**config.mk**
```make
export PLATFORM = sky130hd
export DESIGN_NAME = sgr_param_sequencer
export DESIGN_NICKNAME = d
export VERILOG_FILES = /design/src/rtl/sgr_param_sequencer.sv
export SDC_FILE = /design/constraint.sdc
export NUM_CORES = 1
export LEC_CHECK = 0
export CAP_MARGIN = 20
export CORE_ASPECT_RATIO = 1.1
export CORE_UTILIZATION = 55
export CTS_BUF_LIST = sky130_fd_sc_hd__clkbuf_4 sky130_fd_sc_hd__clkbuf_8 sky130_fd_sc_hd__clkbuf_16
export DETAILED_ROUTE_END_ITERATION = 6
export PLACE_DENSITY_LB_ADDON = 0.2
export SLEW_MARGIN = 20
export SYNTH_ARGS = -nofsm -noshare
export SYNTH_HDL_FRONTEND = slang
export SYNTH_SLANG_ARGS = --single-unit
export TNS_END_PERCENT = 5
```
**constraint.sdc**
```tcl
create_clock -name clk -period 3.15 [get_ports clk]
set_input_delay 0.63 -clock clk [delete_from_list [all_inputs] [get_ports clk]]
set_output_delay 0.63 -clock clk [all_outputs]
set_load 0.03 [all_outputs]
```
**src/rtl/sgr_param_sequencer.sv**
```systemverilog
// sgr_param_sequencer
//   Collects the parameter characters of one CSI SGR sequence (after "ESC ["
//   has been stripped). It replays them as a paced command stream for the
//   graphics-attribute block: INIT, EMIT..., FINAL. When there are no
//   parameters it issues a single FINAL_DEFAULT instead.
//
// Ports
//   clk, rst      clock; asynchronous active-high reset
//   start_i       one-cycle pulse: CSI introducer seen, (re)starts collection
//   in_valid_i    in_char_i valid
//   in_ready_o    character accepted when in_valid_i && in_ready_o
//   in_char_i     ASCII parameter or final character
//   cmd_valid_o   one-cycle command strobe (no backpressure)
//   cmd_type_o    0=INIT 1=EMIT 2=FINAL 3=FINAL_DEFAULT (held between strobes)
//   cmd_pn_o      parameter value (held between strobes)
//   busy_o        high whenever the sequencer is not idle
//   overflow_o    sticky: more than MAX_PARAMS fields seen, cleared by start_i
//   abort_o       one-cycle pulse when a sequence is discarded
module sgr_param_sequencer #(
  parameter int MAX_PARAMS = 16,
  parameter int GAP        = 1
) (
  input  logic       clk,
  input  logic       rst,
  input  logic       start_i,
  input  logic       in_valid_i,
  output logic       in_ready_o,
  input  logic [7:0] in_char_i,
  output logic       cmd_valid_o,
  output logic [1:0] cmd_type_o,
  output logic [7:0] cmd_pn_o,
  output logic       busy_o,
  output logic       overflow_o,
  output logic       abort_o
);

  localparam int CNT_W = $clog2(MAX_PARAMS + 1);
  localparam int IDX_W = $clog2(MAX_PARAMS);
  localparam logic [CNT_W-1:0] MAX_CNT  = CNT_W'(MAX_PARAMS);
  localparam logic [CNT_W-1:0] CNT_ONE  = CNT_W'(1);
  localparam logic [2:0]       GAP_LOAD = (GAP > 0) ? 3'(GAP - 1) : 3'd0;

  localparam logic [1:0] CMD_INIT  = 2'd0;
  localparam logic [1:0] CMD_EMIT  = 2'd1;
  localparam logic [1:0] CMD_FINAL = 2'd2;
  localparam logic [1:0] CMD_FDEF  = 2'd3;

  localparam logic [7:0] CH_SEMI = 8'h3B;
  localparam logic [7:0] CH_M    = 8'h6D;

  typedef enum logic [1:0] {S_IDLE, S_COLLECT, S_ISSUE, S_GAP} state_t;

  state_t           state_q, state_d;
  logic [CNT_W-1:0] count_q, count_d;
  logic [CNT_W-1:0] idx_q, idx_d;
  logic [7:0]       acc_q, acc_d;
  logic             seen_q, seen_d;
  logic             ovf_q, ovf_d;
  logic             abort_q, abort_d;
  logic             last_q, last_d;
  logic [2:0]       gap_q, gap_d;
  logic [1:0]       type_q, type_d;
  logic [7:0]       pn_q, pn_d;
  logic [7:0]       pbuf_q [MAX_PARAMS];

  logic             commit;
  logic             wr_en;
  logic             cmd_valid;
  logic [1:0]       cur_type;
  logic [7:0]       cur_pn;
  logic             is_last;
  logic             is_digit;
  logic [IDX_W-1:0] rd_idx;

  // Decimal accumulate with saturation; 12 bits hold 255*10+9 without wrap.
  function automatic logic [7:0] sat_acc(input logic [7:0] acc, input logic [3:0] d);
    logic [11:0] w;
    w = ({4'd0, acc} * 12'd10) + {8'd0, d};
    return (w > 12'd255) ? 8'd255 : w[7:0];
  endfunction

  assign is_digit = (in_char_i >= 8'h30) && (in_char_i <= 8'h39);
  // Command k (k>=1) carries field k-1; modular subtraction in IDX_W bits is exact.
  assign rd_idx   = idx_q[IDX_W-1:0] - IDX_W'(1);

  always_comb begin
    state_d   = state_q;
    count_d   = count_q;
    idx_d     = idx_q;
    acc_d     = acc_q;
    seen_d    = seen_q;
    ovf_d     = ovf_q;
    abort_d   = 1'b0;
    last_d    = last_q;
    gap_d     = gap_q;
    type_d    = type_q;
    pn_d      = pn_q;
    commit    = 1'b0;
    wr_en     = 1'b0;
    cmd_valid = 1'b0;
    cur_type  = type_q;
    cur_pn    = pn_q;
    is_last   = last_q;

    unique case (state_q)
      S_IDLE, S_COLLECT: begin
        if (start_i) begin
          state_d = S_COLLECT;
          count_d = '0;
          acc_d   = '0;
          seen_d  = 1'b0;
          ovf_d   = 1'b0;
        end else if (state_q == S_COLLECT && in_valid_i) begin
          if (is_digit) begin
            acc_d  = sat_acc(acc_q, in_char_i[3:0]);
            seen_d = 1'b1;
          end else if (in_char_i == CH_SEMI) begin
            commit = 1'b1;
            acc_d  = '0;
            seen_d = 1'b1;
          end else if (in_char_i == CH_M) begin
            // A trailing ';' leaves seen set, so "5;m" yields 5,0.
            commit  = seen_q;
            idx_d   = '0;
            state_d = S_ISSUE;
          end else begin
            state_d = S_IDLE;
            abort_d = 1'b1;
            count_d = '0;
            acc_d   = '0;
            seen_d  = 1'b0;
          end
        end
      end
      S_ISSUE: begin
        cmd_valid = 1'b1;
        if (count_q == '0) begin
          cur_type = CMD_FDEF;
          cur_pn   = 8'd0;
          is_last  = 1'b1;
        end else if (idx_q == '0) begin
          cur_type = CMD_INIT;
          cur_pn   = 8'd0;
          is_last  = 1'b0;
        end else begin
          is_last  = (idx_q == count_q);
          cur_type = is_last ? CMD_FINAL : CMD_EMIT;
          cur_pn   = pbuf_q[rd_idx];
        end
        type_d = cur_type;
        pn_d   = cur_pn;
        last_d = is_last;
        idx_d  = idx_q + CNT_ONE;
        if (GAP == 0) begin
          state_d = is_last ? S_IDLE : S_ISSUE;
        end else begin
          state_d = S_GAP;
          gap_d   = GAP_LOAD;
        end
      end
      S_GAP: begin
        if (gap_q == 3'd0) state_d = last_q ? S_IDLE : S_ISSUE;
        else               gap_d   = gap_q - 3'd1;
      end
      default: state_d = S_IDLE;
    endcase

    // A full buffer drops the field but keeps what is already stored.
    if (commit) begin
      if (count_q == MAX_CNT) begin
        ovf_d = 1'b1;
      end else begin
        wr_en   = 1'b1;
        count_d = count_q + CNT_ONE;
      end
    end
  end

  always_ff @(posedge clk or posedge rst) begin
    if (rst) begin
      state_q <= S_IDLE;
      count_q <= '0;
      idx_q   <= '0;
      acc_q   <= '0;
      seen_q  <= 1'b0;
      ovf_q   <= 1'b0;
      abort_q <= 1'b0;
      last_q  <= 1'b0;
      gap_q   <= 3'd0;
      type_q  <= 2'd0;
      pn_q    <= 8'd0;
    end else begin
      state_q <= state_d;
      count_q <= count_d;
      idx_q   <= idx_d;
      acc_q   <= acc_d;
      seen_q  <= seen_d;
      ovf_q   <= ovf_d;
      abort_q <= abort_d;
      last_q  <= last_d;
      gap_q   <= gap_d;
      type_q  <= type_d;
      pn_q    <= pn_d;
    end
  end

  always_ff @(posedge clk) begin
    if (wr_en) pbuf_q[count_q[IDX_W-1:0]] <= acc_q;
  end

  assign in_ready_o  = (state_q == S_IDLE) || (state_q == S_COLLECT);
  assign busy_o      = (state_q != S_IDLE);
  assign cmd_valid_o = cmd_valid;
  assign cmd_type_o  = cur_type;
  assign cmd_pn_o    = cur_pn;
  assign overflow_o  = ovf_q;
  assign abort_o     = abort_q;

endmodule

```
==> flow_metrics.tcl, run 1 <==
set metrics [dict create \
    slowest_stage "dfrtp_2" \
    worstPathMaxFanout 16 \
    numPlacedInstances 696 \
    grt_pass1_vias 4568 \
    worst_pin_slew_ps 615 \
    synthTopCellsByArea "edfxtp_1 (52%), dfrtp_1 (12%), mux4_2 (9.7%)" \
    irDropWorstVdd_mv 0.541 \
    tns_ps -7.18 \
    die_x_microns 113 \
    wl_per_cell_microns 22.4 \
    crit_chain "inv_1, ha_4, bufbuf_16, mux4_2, nand2_1, nand3_1, a32o_1, buf_2" \
    rows 44 \
    maxCapViolations 0 \
    final_hold_viol_count 0 \
    path_buf_inv 3 \
    cts_buffer_depth 2 \
    fin_nets 593 \
    numCtsBuffers 17 \
    fp.dieH_microns 124 \
    drtPass1Iterations 7 \
    synth_area_sq_mm 0.00744 \
    vias 4474 \
    synth_seq_cells 165 \
    track_usage_pct 25.2 \
    drtIter0Drc 402 \
    max_stage_delay_ps 380 \
    worst-setup-path-type "flip-flop to output pin" \
    required_ps 2520 \
    worst_ep_arrival_time_ps 2530 \
    failed_checks "setup timing" \
    antenna_cells 0 \
    cts_hold_buf 0 \
    finish.utilization_pct 65.8 \
    finClkSkew_ps 13.2 \
    place_congestion 0.819 \
    drtAntennaViolNets 0 \
    worst_slack_ps -7.18 \
    finalPower_uw 5570 \
    avgSynthCellArea_sq_um 15.1 \
    fin_crit_ps 3160 \
    port-buffer-count 26 \
    coreArea_sq_mm 0.0132 \
    drt_wl_total_microns 16300 \
    ys_seq_area_share_pct 64.1 \
    min_path_type "flip-flop to flip-flop" \
    path_clk_slew_ps 70 \
    status "complete, but fails checks" \
    antenna_found_initial 0 \
    cp-end-kind "output pin" \
    dp_hpwl_microns 10600 \
    grt_pass1_wl_microns 25500 \
    finalNonFillerCells 729 \
    area_delta_synth_final_pct 16.9 \
    grt-ovfl-total 0 \
    start_util_pct 56.3 \
    synth_cells 493 \
    yosysWarnings 0 \
    ios 27 \
    maxSlewHeadroom_pct 58.9 \
    synth_top_cell_by_area "edfxtp_1" \
    htree_levels 4 \
    hold_slack_ps 460 \
    grt_max_degree 38 \
    p_leak_uw 0.00331 \
    die-area_sq_mm 0.0140 \
    drive_gt1_share_pct 21.7 \
    setup_viol_count_final 1 \
    yosysMostFrequentCell "edfxtp_1" \
    slew_violations 0 \
    synth_cell_types 59 \
    drc 0 \
    avgViaCountPerCell 6.14 \
    syn_nets 531 \
    startpoint_type "flip-flop" \
    clock.fmax_mhz 317 \
    synthFlopType "edfxtp_1" \
    period_share_pct 100 \
    path_delay_family "buffers and inverters" \
    clockRootBuffer "clkbuf_16" \
    synth_edf_count 128 \
    tritoncts "built" \
    synth_top_area_share_pct 51.7 \
    clock_latency_ps 430 \
    yosys-top-cells-count "edfxtp_1 (128), nand2_1 (67), dfrtp_1 (37), mux4_2 (32)" \
    powerDensity_mw_per_mm2 641 \
    rsz0062_at_grt "yes" \
    n_fill_cell 948 \
    clkSinkCount 165 \
    postSynth.asyncResetShare_pct 22.4 \
]
[report_power, final]
| group | internal (uW) | switching, uW | total, uW |
|---|---|---|---|
| sequential | 2360 | 42.0 | 2400 |
| combinational | 508 | 565 | 1070 |
| clock | 1270 | 825 | 2100 |
| total | 4140 | 1430 | 5570 |
[worst register-to-register path, stage by stage (launching register included)]
cell,delay [ps]
dfrtp_1,440
ha_1,300
ha_1,220
fa_1,560
nand3_1,160
a2111oi_4,400
mux2_4,380
a41oi_1,230
[state kept, by name (all words and copies together) (netlist names)]
signal      count
idx_q           5
count_q         5
abort_o         1
last_q          1
pn_q            8
overflow_o      1
gap_q           3
seen_q          1
type_q          2
acc_q           8
state_q         2
pbuf_q        128
[logic make-up (layout without fill, tap and decap cells)]
group | Yosys count | after routing | share of synthesized area (%)
xor+xnor | 17 | 17 | 2.19
fa+ha+maj | 26 | 26 | 4.58
simple gates | 156 | 156 | 10.7
compound gates | 55 | 55 | 5.54
buf+inv | 36 | 111 | 2.24
flops | 165 | 165 | 64.1
mux | 38 | 38 | 10.6
[cell type report]
cell class	count	area [sq um]	area share, %
well taps	161	201	2.32
multi-input cells	292	2510	28.9
flip-flops and latches	165	4770	54.9
clock inverters	12	154	1.77
repair buffers	62	544	6.26
inverters	17	63.8	0.734
clock buffers	20	448	5.15
[repair_timing]
item,CTS,global route
cloned,1,0
resized for setup,30,12
setup endpoints to repair,9,8
buffers inserted,0,0
[worst paths after layout]
path	cells after the start	slack, ps	endpoint	startpoint
min in group asynchronous	2	570	gap_q[1]	rst
worst min-delay path	1	460	state_q[1]	last_q
worst min register to register	1	460	state_q[1]	last_q
worst max register to register	7	360	acc_q[5]	acc_q[3]
max in group asynchronous	3	1930	acc_q[5]	rst
worst max-delay path	8	-7	cmd_pn_o[6]	idx_q[0]
[metrics by stage]
step	instance area [sq um]	setup WS (ps)
2_1_floorplan	7440	4.68
3_3_place_gp	8080	111
3_5_place_dp	8080	71.6
4_1_cts	8730	-80.8
5_1_grt	8690	-83.4
6_report	8690	-7.18
[metal layers]
metal | wire length [microns] | GRT usage [%]
met1 | 6840 | 32.2
met2 | 8430 | 44.0
met3 | 794 | 4.96
met4 | 240 | 8.22
met5 | 0 | 0
[cell usage in the layout (no fill, tap or decap), types with 7 or more instances in the layout]
master,synthesis,layout
o21ai_0,7,7
buf_4,2,33
dfrtp_1,37,36
nand2_1,67,67
a21oi_1,18,18
a41oi_1,8,8
ha_1,24,23
buf_2,6,7
edfxtp_1,128,128
mux4_2,32,32
nor2_1,24,24
clkbuf_16,0,17
nand3_1,13,13
a32o_1,8,8
nand3b_1,10,10
xor2_1,10,10
nor3_1,7,7
inv_1,17,17
clkdlybuf4s50_1,0,16
Power figures use the tool's default switching activity.
==> run 2: changes to the inputs <==
--- a/config.mk
+++ b/config.mk
@@ -7,10 +7,11 @@
 export LEC_CHECK = 0
 export CAP_MARGIN = 20
 export CORE_ASPECT_RATIO = 1.1
-export CORE_UTILIZATION = 55
+export CORE_UTILIZATION = 30
 export CTS_BUF_LIST = sky130_fd_sc_hd__clkbuf_4 sky130_fd_sc_hd__clkbuf_8 sky130_fd_sc_hd__clkbuf_16
 export DETAILED_ROUTE_END_ITERATION = 6
 export PLACE_DENSITY_LB_ADDON = 0.2
+export SKIP_CTS_REPAIR_TIMING = 1
 export SLEW_MARGIN = 20
 export SYNTH_ARGS = -nofsm -noshare
 export SYNTH_HDL_FRONTEND = slang
==> run 2 against run 1 <==
  * The run ends with DRC left
  * Register-to-register slack worse by 30 ps
  * Highest routed layer unchanged
  * Non-clock buffer count unchanged
  * Maximum frequency up 2.8%
  * Final cell count up 20%
  * Sequential power is essentially flat
  * Clock-buffer cell count shrank 3
==> flow_metrics.tcl, run 2 (same netlist as run 1, synthesis figures left out) <==
set metrics [dict create \
    period_share_pct 97.5 \
    n_fill_cell 2288 \
    slew_violations 0 \
    r2r_slack_ps 330 \
    tns_ps 0 \
    finish.utilization_pct 36.7 \
    vias 4237 \
    path_clk_slew_ps 60 \
    reg2reg_to "acc_q[1]" \
    drt_wl_total_microns 16600 \
    drive_gt1_share_pct 22.5 \
    cts_buffer_depth 2 \
    final_hold_viol_count 0 \
    maxSlewHeadroom_pct 47.8 \
    worst_pin_slew_ps 782 \
    endpoint "cmd_pn_o[3]" \
    port-buffer-count 26 \
    worst_slack_ps 78.1 \
    grt-ovfl-total 0 \
    rows 60 \
    die-area_sq_mm 0.0254 \
    grt_pass1_vias 4556 \
    dp_hpwl_microns 11500 \
    layout_common_cells "edfxtp_1 (128), nand2_1 (67), buf_4 (41)" \
    wl_per_cell_microns 18.9 \
    final_common_cell "edfxtp_1" \
    worst_ep_arrival_time_ps 2440 \
    grt_pass1_wl_microns 26200 \
    ff_latch_area_sq_mm 0.00477 \
    fp.dieH_microns 167 \
    reg2reg_depth 7 \
    maxCapViolations 0 \
    failed_checks "DRC" \
    numCtsBuffers 17 \
    die_x_microns 152 \
    setup_viol_count_final 0 \
    critPathLaunch "idx_q[1]" \
    track_usage_pct 13.8 \
    reg2reg_from "acc_q[3]" \
    status "complete, but fails checks" \
    clockRootBuffer "clkbuf_16" \
    drc 4 \
    worst-setup-path-type "flip-flop to output pin" \
    rsz0062_at_grt "yes" \
    cp-end-kind "output pin" \
    p_switching_uw 1450 \
    antenna_found_initial 0 \
    clkSinkCount 165 \
    avgViaCountPerCell 4.83 \
    p_clk_share_pct 39.9 \
    power_frac_seq_pct 42.4 \
    place_congestion 0.743 \
    min_path_type "flip-flop to flip-flop" \
    pwr-share-comb_pct 17.7 \
    p_int_uw 4230 \
    drtIter0Drc 218 \
    drtPass1Iterations 6 \
    required_ps 2520 \
    startpoint_type "flip-flop" \
    post-place-ws_ps 283 \
    clock_latency_ps 420 \
    start_util_pct 30.5 \
    grt_max_degree 34 \
    coreArea_sq_mm 0.0244 \
    ios 27 \
    htree_levels 4 \
    p_leak_uw 0.00337 \
    antenna_cells 0 \
    fin_crit_ps 3070 \
    irDropWorstVdd_mv 0.381 \
    finClkSkew_ps 8.10 \
    multiInputGateArea_sq_mm 0.00252 \
    largest_reg_flops 128 \
    area_delta_synth_final_pct 20.3 \
    drtAntennaViolNets 0 \
    worstPathMaxFanout 33 \
    powerDensity_mw_per_mm2 635 \
    power_switching_share_pct 25.5 \
    tritoncts "built" \
    clock.fmax_mhz 326 \
    fin_nets 593 \
]
==> run 2: cell types whose count changed in the layout (fill, tap and decap cells not counted), moves of 2 or more <==
| cell | delta |
|---|---|
| buf_4 | +8 |
| buf_2 | -7 |
| a32o_1 | -4 |
| a32o_2 | +4 |
| clkbuf_4 | -3 |
| bufinv_16 | +2 |
| clkinv_1 | +2 |
| clkinv_2 | -2 |
| clkinvlp_4 | -2 |
| dlygate4sd2_1 | -2 |
| dlymetal6s2s_1 | +2 |
| inv_1 | -2 |
| inv_2 | +2 |
==> run 2: worst max-delay path, stage by stage (launching register included) <==
cell and delay (ps):
dfrtp_2 410, inv_2 70, ha_4 270, buf_12 220, mux4_2 380, nand2_1 90, nand3_1 90, a32o_1 300
buf_4 180
==> run 2: power groups by stage <==
stage               clock network [uW]  registers, uW  logic, uW
floorplan                            0           2420        730
global placement                     0           2450       1020
detailed placement                   0           2450       1020
CTS                               2310           2400       1020
global route                      2400           2410       1090
finish                            2270           2410       1000
==> run 2: through the flow <==
step	area [sq um]	hold slack, ps	instances	total power, uW
after global routing	8940	498	878	5900
final	8940	477	878	5680
after detailed placement	8270	456	846	3470
after floorplan	7440	419	493	3150
after CTS	8920	475	878	5740
after global placement	8270	461	846	3470
==> run 2: area by class of cell <==
cell class / count / area share [%]
clock buffers: 17 / 4.76
inverters: 17 / 0.713
repair buffers: 62 / 6.18
multi-input cells: 292 / 28.1
clock inverters: 15 / 2.52
well taps: 310 / 4.34
flip-flops and latches: 165 / 53.4
==> run 2: how the worst min path moves through the flow <==
stage                          from    endpoint  cells past startpoint
after floorplan              last_q  state_q[1]                      1
after global placement    type_q[1]   type_q[1]                      2
after detailed placement     last_q  state_q[1]                      1
after CTS                    last_q  state_q[1]                      1
after global routing         last_q  state_q[1]                      1
final                        last_q  state_q[1]                      1
==> run 2: layer usage <==
layer | vias up | GRT usage, % | wire length, microns
met3 | 16 | 2.80 | 392
met5 | - | 0 | 0
met1 | 2144 | 16.8 | 7260
met4 | 0 | 4.57 | 199
met2 | 58 | 24.6 | 8700
li1 | 2019 | - | -
